File: config.mk
export PLATFORM = sky130hd
export DESIGN_NAME = imem_loader
export DESIGN_NICKNAME = d
export VERILOG_FILES = /design/src/rtl/cpu_pkg.sv /design/src/rtl/imem_word_assembler.sv /design/src/rtl/imem_loader.sv
export SDC_FILE = /design/constraint.sdc
export NUM_CORES = 1
export LEC_CHECK = 0
export ABC_AREA = 1
export CAP_MARGIN = 25
export CELL_PAD_IN_SITES_DETAIL_PLACEMENT = 0
export CELL_PAD_IN_SITES_GLOBAL_PLACEMENT = 1
export CORE_MARGIN = 10
export CORE_UTILIZATION = 25
export DETAILED_ROUTE_END_ITERATION = 16
export HOLD_SLACK_MARGIN = 0.06
export PLACE_DENSITY = 0.53
export SYNTH_ARGS = -nofsm -noshare
export SYNTH_HDL_FRONTEND = slang
export SYNTH_SLANG_ARGS = --single-unit
File: constraint.sdc
create_clock -name clk -period 9.39 [get_ports clk]
set_input_delay 1.878 -clock clk [delete_from_list [all_inputs] [get_ports clk]]
set_output_delay 1.878 -clock clk [all_outputs]
set_load 0.01 [all_outputs]
File: src/rtl/cpu_pkg.sv
// Shared CPU definitions: instruction-memory depth and the image loader FSM states.
package cpu_pkg;

  localparam int IMEM_DEPTH = 256;

  typedef enum logic [2:0] {
    IDLE,
    HDR_HI,
    HDR_LO,
    DATA,
    WRITE,
    CKSUM,
    DONE,
    ERROR
  } loader_state_e;

endpackage

File: src/rtl/imem_word_assembler.sv
// Collects big-endian bytes into a 32-bit word; word_full flags the byte that completes it.
module imem_word_assembler (
  input  logic        clk,
  input  logic        reset,
  input  logic        clear,
  input  logic        shift_en,
  input  logic [7:0]  byte_in,
  output logic        word_full,
  output logic [31:0] word_next
);

  // Only the first three bytes are stored; the fourth completes word_next
  // combinationally so the caller can register the write in the same edge.
  logic [23:0] word_q, word_d;
  logic [1:0]  cnt_q, cnt_d;

  assign word_next = {word_q, byte_in};
  assign word_full = shift_en && (cnt_q == 2'd3);

  always_comb begin
    word_d = word_q;
    cnt_d  = cnt_q;
    if (clear) begin
      word_d = '0;
      cnt_d  = '0;
    end else if (shift_en) begin
      word_d = word_next[23:0];
      cnt_d  = cnt_q + 2'd1;
    end
  end

  always_ff @(posedge clk or posedge reset) begin
    if (reset) begin
      word_q <= '0;
      cnt_q  <= '0;
    end else begin
      word_q <= word_d;
      cnt_q  <= cnt_d;
    end
  end

endmodule

File: src/rtl/imem_loader.sv
// Loads a byte-serial, checksummed program image into instruction memory and
// releases cpu_hold only once the whole image has been written and verified.
module imem_loader
  import cpu_pkg::*;
#(
  parameter int ADDR_WIDTH = 8,
  parameter int MAX_WORDS  = IMEM_DEPTH
) (
  input  logic                  clk,
  input  logic                  reset,
  input  logic                  start,
  input  logic                  byte_valid,
  input  logic [7:0]            byte_data,
  output logic                  byte_ready,
  output logic                  mem_we,
  output logic [ADDR_WIDTH-1:0] mem_addr,
  output logic [31:0]           mem_wdata,
  output logic                  cpu_hold,
  output logic                  done,
  output logic                  error,
  output logic [ADDR_WIDTH:0]   words_loaded
);

  localparam logic [16:0] MAX_W = 17'(MAX_WORDS);
  localparam logic [ADDR_WIDTH:0] WL_ONE = {{ADDR_WIDTH{1'b0}}, 1'b1};

  loader_state_e state_q, state_d;
  logic [7:0]  cnt_hi_q, cnt_hi_d;
  logic [15:0] count_q, count_d;
  logic [7:0]  xor_q, xor_d;
  logic                  byte_ready_q, byte_ready_d;
  logic                  mem_we_q, mem_we_d;
  logic [ADDR_WIDTH-1:0] mem_addr_q, mem_addr_d;
  logic [31:0]           mem_wdata_q, mem_wdata_d;
  logic                  cpu_hold_q, cpu_hold_d;
  logic                  done_q, done_d;
  logic                  error_q, error_d;
  logic [ADDR_WIDTH:0]   words_loaded_q, words_loaded_d;

  logic        xfer, restart, word_full;
  logic [31:0] word_next;
  logic [15:0] hdr_count;

  assign xfer      = byte_valid & byte_ready_q;
  assign restart   = start && (state_q == IDLE || state_q == DONE || state_q == ERROR);
  assign hdr_count = {cnt_hi_q, byte_data};

  imem_word_assembler u_asm (
    .clk       (clk),
    .reset     (reset),
    .clear     (restart),
    .shift_en  (xfer && (state_q == DATA)),
    .byte_in   (byte_data),
    .word_full (word_full),
    .word_next (word_next)
  );

  always_comb begin
    state_d        = state_q;
    cnt_hi_d       = cnt_hi_q;
    count_d        = count_q;
    xor_d          = xor_q;
    mem_we_d       = 1'b0;
    mem_addr_d     = mem_addr_q;
    mem_wdata_d    = mem_wdata_q;
    cpu_hold_d     = cpu_hold_q;
    done_d         = done_q;
    error_d        = error_q;
    words_loaded_d = words_loaded_q;
    case (state_q)
      IDLE, DONE, ERROR: begin
        if (start) begin
          state_d        = HDR_HI;
          cpu_hold_d     = 1'b1;
          done_d         = 1'b0;
          error_d        = 1'b0;
          words_loaded_d = '0;
          xor_d          = '0;
        end
      end
      HDR_HI: if (xfer) begin
        cnt_hi_d = byte_data;
        xor_d    = xor_q ^ byte_data;
        state_d  = HDR_LO;
      end
      HDR_LO: if (xfer) begin
        count_d = hdr_count;
        xor_d   = xor_q ^ byte_data;
        if ({1'b0, hdr_count} > MAX_W) begin
          state_d = ERROR;
          error_d = 1'b1;
        end else if (hdr_count == 16'd0) begin
          state_d = CKSUM;
        end else begin
          state_d = DATA;
        end
      end
      DATA: if (xfer) begin
        xor_d = xor_q ^ byte_data;
        if (word_full) begin
          state_d        = WRITE;
          mem_we_d       = 1'b1;
          mem_addr_d     = words_loaded_q[ADDR_WIDTH-1:0];
          mem_wdata_d    = word_next;
          words_loaded_d = words_loaded_q + WL_ONE;
        end
      end
      // words_loaded already counts the word being written this cycle
      WRITE: state_d = (16'(words_loaded_q) == count_q) ? CKSUM : DATA;
      CKSUM: if (xfer) begin
        if (byte_data == xor_q) begin
          state_d    = DONE;
          done_d     = 1'b1;
          cpu_hold_d = 1'b0;
        end else begin
          state_d = ERROR;
          error_d = 1'b1;
        end
      end
      default: state_d = IDLE;
    endcase
    byte_ready_d = (state_d == HDR_HI) || (state_d == HDR_LO) ||
                   (state_d == DATA)   || (state_d == CKSUM);
  end

  always_ff @(posedge clk or posedge reset) begin
    if (reset) begin
      state_q        <= IDLE;
      cnt_hi_q       <= '0;
      count_q        <= '0;
      xor_q          <= '0;
      byte_ready_q   <= 1'b0;
      mem_we_q       <= 1'b0;
      mem_addr_q     <= '0;
      mem_wdata_q    <= '0;
      cpu_hold_q     <= 1'b1;
      done_q         <= 1'b0;
      error_q        <= 1'b0;
      words_loaded_q <= '0;
    end else begin
      state_q        <= state_d;
      cnt_hi_q       <= cnt_hi_d;
      count_q        <= count_d;
      xor_q          <= xor_d;
      byte_ready_q   <= byte_ready_d;
      mem_we_q       <= mem_we_d;
      mem_addr_q     <= mem_addr_d;
      mem_wdata_q    <= mem_wdata_d;
      cpu_hold_q     <= cpu_hold_d;
      done_q         <= done_d;
      error_q        <= error_d;
      words_loaded_q <= words_loaded_d;
    end
  end

  assign byte_ready   = byte_ready_q;
  assign mem_we       = mem_we_q;
  assign mem_addr     = mem_addr_q;
  assign mem_wdata    = mem_wdata_q;
  assign cpu_hold     = cpu_hold_q;
  assign done         = done_q;
  assign error        = error_q;
  assign words_loaded = words_loaded_q;

endmodule

Word level (Yosys, flattened, before mapping)
Index checks and enable logic that the tools add are counted.
{"block": "totals", "out_inout_bits": 54, "regBits": 115, "inputBits": 12}
{"block": "op_classes", "mux": 38, "reduce_logical": 24, "bitwise": 2, "magnitude_cmp": 1, "eq_ne": 23, "addsub": 2}
{"op": "24-bit 2-to-1 mux", "n": 2}
{"op": "3-bit 2-to-1 mux", "n": 9}
{"op": "9-bit 2-to-1 mux", "n": 3}
{"op": "3-bit case mux with 6 select lines", "n": 1}
{"op": "9-bit case mux with 2 select lines", "n": 1}
{"op": "9-bit by 16-bit equality test with 1-bit output", "n": 1}
{"op": "16-bit by 9-bit > comparator with 1-bit output, second input constant", "n": 1}
{"op": "16-bit zero test", "n": 1}
{"op": "8-bit 2-to-1 mux", "n": 2}
{"op": "8-bit case mux with 2 select lines", "n": 1}
{"op": "3-bit equality test, second input constant", "n": 5}
{"op": "1-bit 2-to-1 mux", "n": 14}
{"op": "2-bit != test, second input constant", "n": 7}
{"op": "3-bit by 2-bit equality test with 1-bit output, second input constant", "n": 4}
{"op": "9-bit by 1-bit adder with 9-bit output, second input constant", "n": 1}
{"op": "8-bit equality test", "n": 1}
{"op": "4-bit AND reduction", "n": 2}
{"op": "2-bit nonzero test", "n": 4}
{"op": "8-bit XOR", "n": 1}
{"op": "3-bit by 1-bit equality test with 1-bit output, second input constant", "n": 2}
{"op": "3-bit AND reduction", "n": 2}
{"op": "6-bit AND reduction", "n": 1}
{"op": "3-bit OR reduction", "n": 2}
{"op": "1-bit logical OR", "n": 5}
{"op": "other kinds (11)", "n": 17}

Logic depth before layout (Yosys ltp)
Gate-level depths: netlist of run 1.
{"block": "logic_depth", "word_depth": 10, "ltp_mapped": 13, "ltp_nobuf": 13}

By module
A second synthesis of run 1 with hierarchy kept.
{"block": "unflattened", "cells_unflattened": 636, "area_unflattened_um2": 5250.0}
{"module": "imem_loader", "cells_per_inst": 510, "instances": 1, "area_each_um2": 4117.7}
{"module": "imem_word_assembler", "cells_per_inst": 126, "instances": 1, "area_each_um2": 1132.3}

Worst setup path after synthesis of run 1
No wires, ideal clock.
{"block": "synth_timing", "kind": "input to register", "from": "in byte_valid", "to": "reg words_loaded_q[5] (netlist: words_loaded[5])", "path_slack_ns": 6.357, "setup_time_ns": 0.123, "t_arrival_ns": 2.909, "n_path_buf": 1, "cell_stages": 10, "path_cell_list": "nand2_1 nor2_4 nand2_1 buf_6 nand2_2 nand2_4 nor2_2 nand2_1 o21ai_0 a21oi_1"}
{"block": "synth_between", "elab_chain_cells": 5, "word_cells_on_any_way": 6}
{"element": "start, declared", "line": "imem_loader.sv:12", "source": "input logic byte_valid,"}
{"element": "1-bit AND (*)", "line": "imem_loader.sv:44", "source": "assign xfer = byte_valid & byte_ready_q;"}
{"element": "1-bit logical AND", "line": "imem_loader.sv:52", "source": ".shift_en (xfer && (state_q == DATA)),"}
{"element": "1-bit logical AND", "line": "imem_word_assembler.sv:18", "source": "assign word_full = shift_en && (cnt_q == 2'd3);"}
{"element": "2-bit by 1-bit != test with 1-bit output (no line)"}
{"element": "4-bit AND reduction (no line) (*)"}
{"element": "end signal, assigned", "line": "imem_loader.sv:152", "source": "words_loaded_q <= words_loaded_d;"}
{"element": "end, declared", "line": "imem_loader.sv:38", "source": "logic [ADDR_WIDTH:0] words_loaded_q, words_loaded_d;"}
Mark *: on every way between the ends. The rest lies on a longest branch, timed or not.
A chain may end at the register's enable or synchronous reset.

Final worst setup path of run 1
{"block": "layout_timing", "from": "in byte_valid", "to": "reg u_asm.word_q[1]"}
{"block": "layout_between", "elab_chain_cells": 3}
{"element": "1-bit AND", "line": "imem_loader.sv:44"}
{"element": "1-bit logical AND", "line": "imem_loader.sv:52"}
{"element": "2-bit nonzero test (no line)"}
{"element": "end signal, assigned", "line": "imem_word_assembler.sv:37", "source": "word_q <= word_d;"}
{"element": "end, declared", "line": "imem_word_assembler.sv:14", "source": "logic [23:0] word_q, word_d;"}
No other way between the ends.

==> impl_results.md, run 1 <==
* DRC at 0
* Grt total ovfl at 0
* Gate Count Post-Synth at 553
* FF+latch count, synth at 115
* H-tree depth at 4
* R2r worst-path depth at 6
* Worst-path clk slew at 60 ps
* Leakage at 2.95 nW
* Clock period minus worst slack at 3940 ps
* Post-synth EDFFs at 0
* Worst setup margin at 5450 ps
* Die height at 161 um
* CTS root buf: clkbuf_16
* Final core area utilization at 33.2%
* CTS Sinks at 115
* Slew headroom at 41.4%
* Avg WL per Cell at 14.2 um
* Vias per cell at 4.23
* DIE AREA at 25900 um2
* Antenna Nets Post-Route at 0
* Top_reg_cell synth: dfrtp_1
* Num CTS Buffers at 17
* Kind of critical path: primary input to flop
* Initial antenna violation count at 0
* CTS tree: built
* TNS Setup at 0 ps
* CTS Hold Buffers Added at 0
* Number of setup buffers added after CTS at 0
* Seq. cell area at 2880 um2
* Post-cts resize count at 0
* Design area at 6490 um2
* Core Area at 19500 um2
* Inst Count DP at 868
* Critical Path End Type: flop
* Ant diodes at 0
* Post-route clock period utilization at 42.0%
* Worst EP required at 9660 ps
* Most common cell after layout, fill and taps aside: nand2_1
* Commonest cells after routing, fill and taps aside: nand2_1, dfrtp_1, inv_1
* Place WS at 5030 ps
* Synth async-reset ratio at 100%
* Fillers at 2059
* First-pass GRT wire length at 21.6 mm
* Cell row count at 51
* Violation count after the first detailed-routing iteration at 230
* FF-to-FF setup slack at 6890 ps
* Port bufs at 65
* DRT Pass-1 Iters at 4
* Syn nets at 569
* Die width at 161 um
* Worst-Margin Slew at 877 ps
* Maximum fanout along the worst path at 26
* Synth warnings at 0
* Maximum clock frequency at 254 MHz
* Clock Path Buffers at 2
* Cell variety after synth at 34
* Tot GR Track Use at 10.4%
* Vias at 3806
* Syn Std Cell Area at 4970 um2
* Non-Filler Instances at 900
* Largest net degree at the start of global routing at 84
* Syn Area/Cell at 8.99 um2
* Data arrival, critical path at 4210 ps
* Status: completed
* Worst path slowest cell: nand2_2
* FF-to-FF End: u_asm.word_q[1]$_DFFE_PP0P_
* Final wirelength at 12.8 mm
* Area after DPL at 5920 um2
* Worst Setup EP: u_asm.word_q[1]$_DFFE_PP0P_
* # IOs at 66
* Max Slew Vio Count at 0
* Worst Clk Skew at 10.6 ps
* Clock Latency Late Sink at 410 ps
* Hold Vio Cnt, Final at 0
* CP Launch Type: primary input
* Final setup fails at 0
* Launch point of the critical path: byte_valid
* FF-to-FF Start: state_q[2]$_DFF_PP0_
* Worst hold path class: flop to flop
* Max-capacitance violation count at 0
* PwrDens at 275 nW/um2
* Multi-input logic area at 1670 um2
* Fin nets at 638
* Starting Density at 25.5%
* Dpl hpwl at 9.11 mm
* RSZ-0062 raised after global routing: no
* Final Power at 1.79 mW
* Peak supply drop at 0.0986 mV
* Number of global-route vias before repair at 3987
* Routability Congestion at 0.778
* Slowest cell delay on critical path at 700 ps
* Worst hold-check slack at 471 ps
* Fraction of layout cells with a size suffix above 1 at 8.82%
* Area Overhead vs Synth at 30.5%
* CP cell instances: clkdlybuf4s50_1 -> nand2_1 -> nor2_4 -> clkinv_1 -> nand2_2 -> o22ai_1
* Seq/Total Area, Yosys at 57.9%
-- worst min-delay path by stage --
stage | start | endpoint | slack, ps | cells after the start
floorplan | u_asm.cnt_q[0]$_DFFE_PP0P_ | u_asm.cnt_q[0]$_DFFE_PP0P_ | 440 | 1
global placement | cpu_hold$_DFFE_PP1P_ | cpu_hold$_DFFE_PP1P_ | 450 | 2
detailed placement | cpu_hold$_DFFE_PP1P_ | cpu_hold$_DFFE_PP1P_ | 460 | 2
CTS | cpu_hold$_DFFE_PP1P_ | cpu_hold$_DFFE_PP1P_ | 470 | 2
global route | u_asm.cnt_q[0]$_DFFE_PP0P_ | u_asm.cnt_q[0]$_DFFE_PP0P_ | 490 | 1
finish | cpu_hold$_DFFE_PP1P_ | cpu_hold$_DFFE_PP1P_ | 470 | 2
-- sequential cells by signal (all words and copies together), names as in the netlist, 2 cells and up --
name	flops
cnt_hi_q	8
count_q	16
mem_addr	8
mem_wdata	32
state_q	3
u_asm.cnt_q	2
u_asm.word_q	24
words_loaded	9
xor_q	8
-- per-layer routing --
metal  GRT usage [%]  up-vias  share of wire (%)
met5               0        -                  0
met4            4.59        0                1.6
met3            2.80       15                4.4
met2            16.1       74                 46
met1            13.4     1806                 48
li1                -     1911                  -
-- logic make-up (layout without fill, tap and decap cells) --
group           count (synthesis)  in the layout  share of synthesized area, %
simple gates                  194            194                          17.1
compound gates                117            117                          12.9
flops                         115            115                          57.9
buf+inv                       108            190                          8.51
xor+xnor                       15             15                          2.64
fa+ha+maj                       4              4                          1.01
-- synth_stat cells (2+ instances only) --
library cell	count	area (um2)
clkbuf_1	13	48.8
nor3_1	3	15.0
a21oi_1	9	45.0
nor2_2	3	18.8
ha_1	4	50.1
o21ai_0	73	365
nand2_1	127	477
nand2_2	4	25.0
dfrtp_1	114	2850
nand3b_1	8	60.1
o22ai_1	24	150
nand3_1	13	65.1
o21ai_1	7	35.0
buf_2	2	10.0
nor2_1	25	93.8
xnor2_1	13	114
nor3_2	3	30.0
inv_2	5	18.8
buf_4	2	15.0
xor2_1	2	17.5
inv_1	84	315
nand4_1	3	18.8
-- where the power goes --
group / internal [mW] / total, mW / switching [mW]
combinational: 0.180 / 0.482 / 0.303
sequential: 0.619 / 0.685 / 0.0655
clock: 0.385 / 0.620 / 0.235
total: 1.18 / 1.79 / 0.603
-- critical path, delay by kind of cell --
family	cells	cell delay (ps)
AOI/OAI and AO/OA	1	140
and+or+nand+nor	3	1110
buffers and inverters	2	1070
-- cell type report --
| cell class | count | area share (%) |
|---|---|---|
| timing repair buffer | 68 | 10.7 |
| clock buffer | 21 | 7.25 |
| clock inverter | 11 | 1.58 |
| tap | 265 | 5.11 |
| multi-input combinational | 330 | 25.8 |
| sequential | 115 | 44.4 |
| inverter | 90 | 5.24 |
Note: power is estimated with default switching activity, not from simulation.
==> run 2: changes to the inputs <==
--- a/config.mk
+++ b/config.mk
@@ -13,7 +13,7 @@
 export CORE_UTILIZATION = 25
 export DETAILED_ROUTE_END_ITERATION = 16
 export HOLD_SLACK_MARGIN = 0.06
-export PLACE_DENSITY = 0.53
+export PLACE_DENSITY = 0.55
 export SYNTH_ARGS = -nofsm -noshare
 export SYNTH_HDL_FRONTEND = slang
 export SYNTH_SLANG_ARGS = --single-unit
==> constraint.sdc (replaced) <==
create_clock -name clk -period 3.5 [get_ports clk]
set_input_delay 0.7 -clock clk [delete_from_list [all_inputs] [get_ports clk]]
set_output_delay 0.7 -clock clk [all_outputs]
set_load 0.01 [all_outputs]
==> impl_results.md, run 2 (synthesis results as in run 1) <==
* Post-route clock period utilization at 66.3%
* Largest net degree at the start of global routing at 103 (+23%)
* Port bufs at 65 (unchanged)
* Kind of critical path: primary input to flop
* CTS tree: built
* Slew headroom at 55.8% (+14 points)
* Dpl hpwl at 8.94 mm (-1.9%)
* Clock Latency Late Sink at 420 ps (about the same)
* # IOs at 66 (unchanged)
* Area Overhead vs Synth at 31.0%
* Vias per cell at 4.20 (-0.58%)
* Starting Density at 25.5% (unchanged)
* Final Power at 4.84 mW (+170%)
* DRC at 0 (unchanged)
* Die width at 161 um (unchanged)
* Fraction of layout cells with a size suffix above 1 at 9.12% (+0.30 points)
* Non-Filler Instances at 901 (+0.11%)
* Final setup fails at 0 (unchanged)
* Worst-Margin Slew at 660 ps (-217 ps)
* Pint at 3.15 mW (+170%)
* Flop pwr share at 37.8% (-0.5 points)
* Clock period minus worst slack at 2320 ps
* Leakage at 2.96 nW (+0.31%)
* Worst setup margin at 1180 ps (-4270 ps)
* Combinational power share at 26.8% (-0.2 points)
* Hold Vio Cnt, Final at 0 (unchanged)
* Final core area utilization at 33.4% (+0.12 points)
* H-tree depth at 4 (unchanged)
* Routability Congestion at 0.776 (-0.27%)
* Number of setup buffers added after CTS at 0 (unchanged)
* Die height at 161 um (unchanged)
* CTS root buf: clkbuf_16
* Data arrival, critical path at 2620 ps (-1590 ps)
* Psw at 1.69 mW (+180%)
* Max reg flops at 32 (unchanged)
* Critical Path End Type: flop
* Grt total ovfl at 0 (unchanged)
* Antenna Nets Post-Route at 0 (unchanged)
* Commonest cells after routing, fill and taps aside: nand2_1, dfrtp_1, inv_1
* Number of global-route vias before repair at 3877 (-2.8%)
* Fin nets at 639 (+0.16%)
* Status: completed
* CP cell instances: clkdlybuf4s50_1 -> nand2_1 -> nor2_4 -> nand2_2 -> nand2_2 -> nand2_4 -> nor2_2 -> nand2_1 -> o21ai_0 -> a21oi_1
* PwrDens at 744 nW/um2 (+170%)
* Worst-path clk slew at 60 ps (about the same)
* Worst Clk Skew at 10.5 ps (-0.100 ps)
* Vias at 3788 (-0.47%)
* Design area at 6510 um2 (+0.37%)
* Place WS at 736 ps (-4300 ps)
* Clock power frac at 35.4% (+0.7 points)
* Max Slew Vio Count at 0 (unchanged)
* DRT Pass-1 Iters at 5 (+1)
* Tot GR Track Use at 10.2% (-0.22 points)
* First-pass GRT wire length at 21.2 mm (-1.8%)
* Peak supply drop at 0.302 mV (+210%)
* Violation count after the first detailed-routing iteration at 300 (+30%)
* CTS Sinks at 115 (unchanged)
* Final wirelength at 12.7 mm (-1.2%)
* Switching part of the total at 34.9% (+1.2 points)
* Clock Path Buffers at 2 (unchanged)
* Post-cts resize count at 0 (unchanged)
* Worst hold path class: flop to flop
* Worst EP required at 3800 ps (-5860 ps)
* CP Launch Type: primary input
* Maximum clock frequency at 431 MHz
* Seq. cell area at 2880 um2 (unchanged)
* Inst Count DP at 869 (+0.12%)
* Cell row count at 51 (unchanged)
* Multi-input logic area at 1670 um2 (unchanged)
* Max-capacitance violation count at 0 (unchanged)
* Core Area at 19500 um2 (unchanged)
* Maximum fanout along the worst path at 28 (+7.7%)
* Area after DPL at 5930 um2 (+0.23%)
* RSZ-0062 raised after global routing: no
* Initial antenna violation count at 0 (unchanged)
* Fillers at 2055 (-0.19%)
* Worst hold-check slack at 464 ps (-7.06 ps)
* Num CTS Buffers at 17 (unchanged)
* Avg WL per Cell at 14.0 um (-1.3%)
* DIE AREA at 25900 um2 (unchanged)
* CTS Hold Buffers Added at 0 (unchanged)
* TNS Setup at 0 ps (unchanged)
* Worst path slowest cell: clkdlybuf4s50_1
* Most common cell after layout, fill and taps aside: nand2_1
* Slowest cell delay on critical path at 460 ps (-240 ps)
* Ant diodes at 0 (unchanged)
run 2: cell count changes in the layout (fill, tap and decap cells not counted), sizes merged:
cell | previous run | this run
clkbuf | 21 | 17
inv | 91 | 99
buf | 3 | 4
clkinv | 6 | 2
run 2: final timing paths:
check,startpoint,endpoint,slack [ps],cells after the start
min reg2reg,cpu_hold$_DFFE_PP1P_,cpu_hold$_DFFE_PP1P_,460,2
max in group asynchronous,reset,error$_DFFE_PP0P_,2020,3
max reg2reg,state_q[2]$_DFF_PP0_,words_loaded[5]$_DFFE_PP0P_,1460,10
min,cpu_hold$_DFFE_PP1P_,cpu_hold$_DFFE_PP1P_,460,2
max,byte_valid,words_loaded[5]$_DFFE_PP0P_,1180,10
min in group asynchronous,reset,xor_q[6]$_DFFE_PP0P_,610,2
run 2: worst max-delay path, delay by kind of cell:
kind	cells	cell delay, ps
and+or+nand+nor	7	1230
AOI/OAI and AO/OA	2	210
buffers and inverters	1	460
run 2: power groups by stage:
stage          sequential [mW]  combinational, mW  clock [mW]
2_1_floorplan             1.83              0.955           0
3_3_place_gp              1.85               1.29           0
3_5_place_dp              1.85               1.31           0
4_1_cts                   1.83               1.32        1.76
5_1_grt                   1.87               1.51        1.82
6_report                  1.83               1.30        1.71
run 2: area by class of cell:
type | instances | share of cell area, %
timing repair buffer | 69 | 10.8
multi-input combinational | 330 | 25.7
clock buffer | 17 | 6.53
clock inverter | 15 | 2.42
inverter | 90 | 5.24
sequential | 115 | 44.2
tap | 265 | 5.09
run 2: metal layers:
metal  vias up  track usage [%]  wire length [um]
met4         0             4.34               171
met3        10             2.92               591
li1       1916                -                 -
met2        75             15.2              5810
met5         -                0                 0
met1      1787             13.5              6080
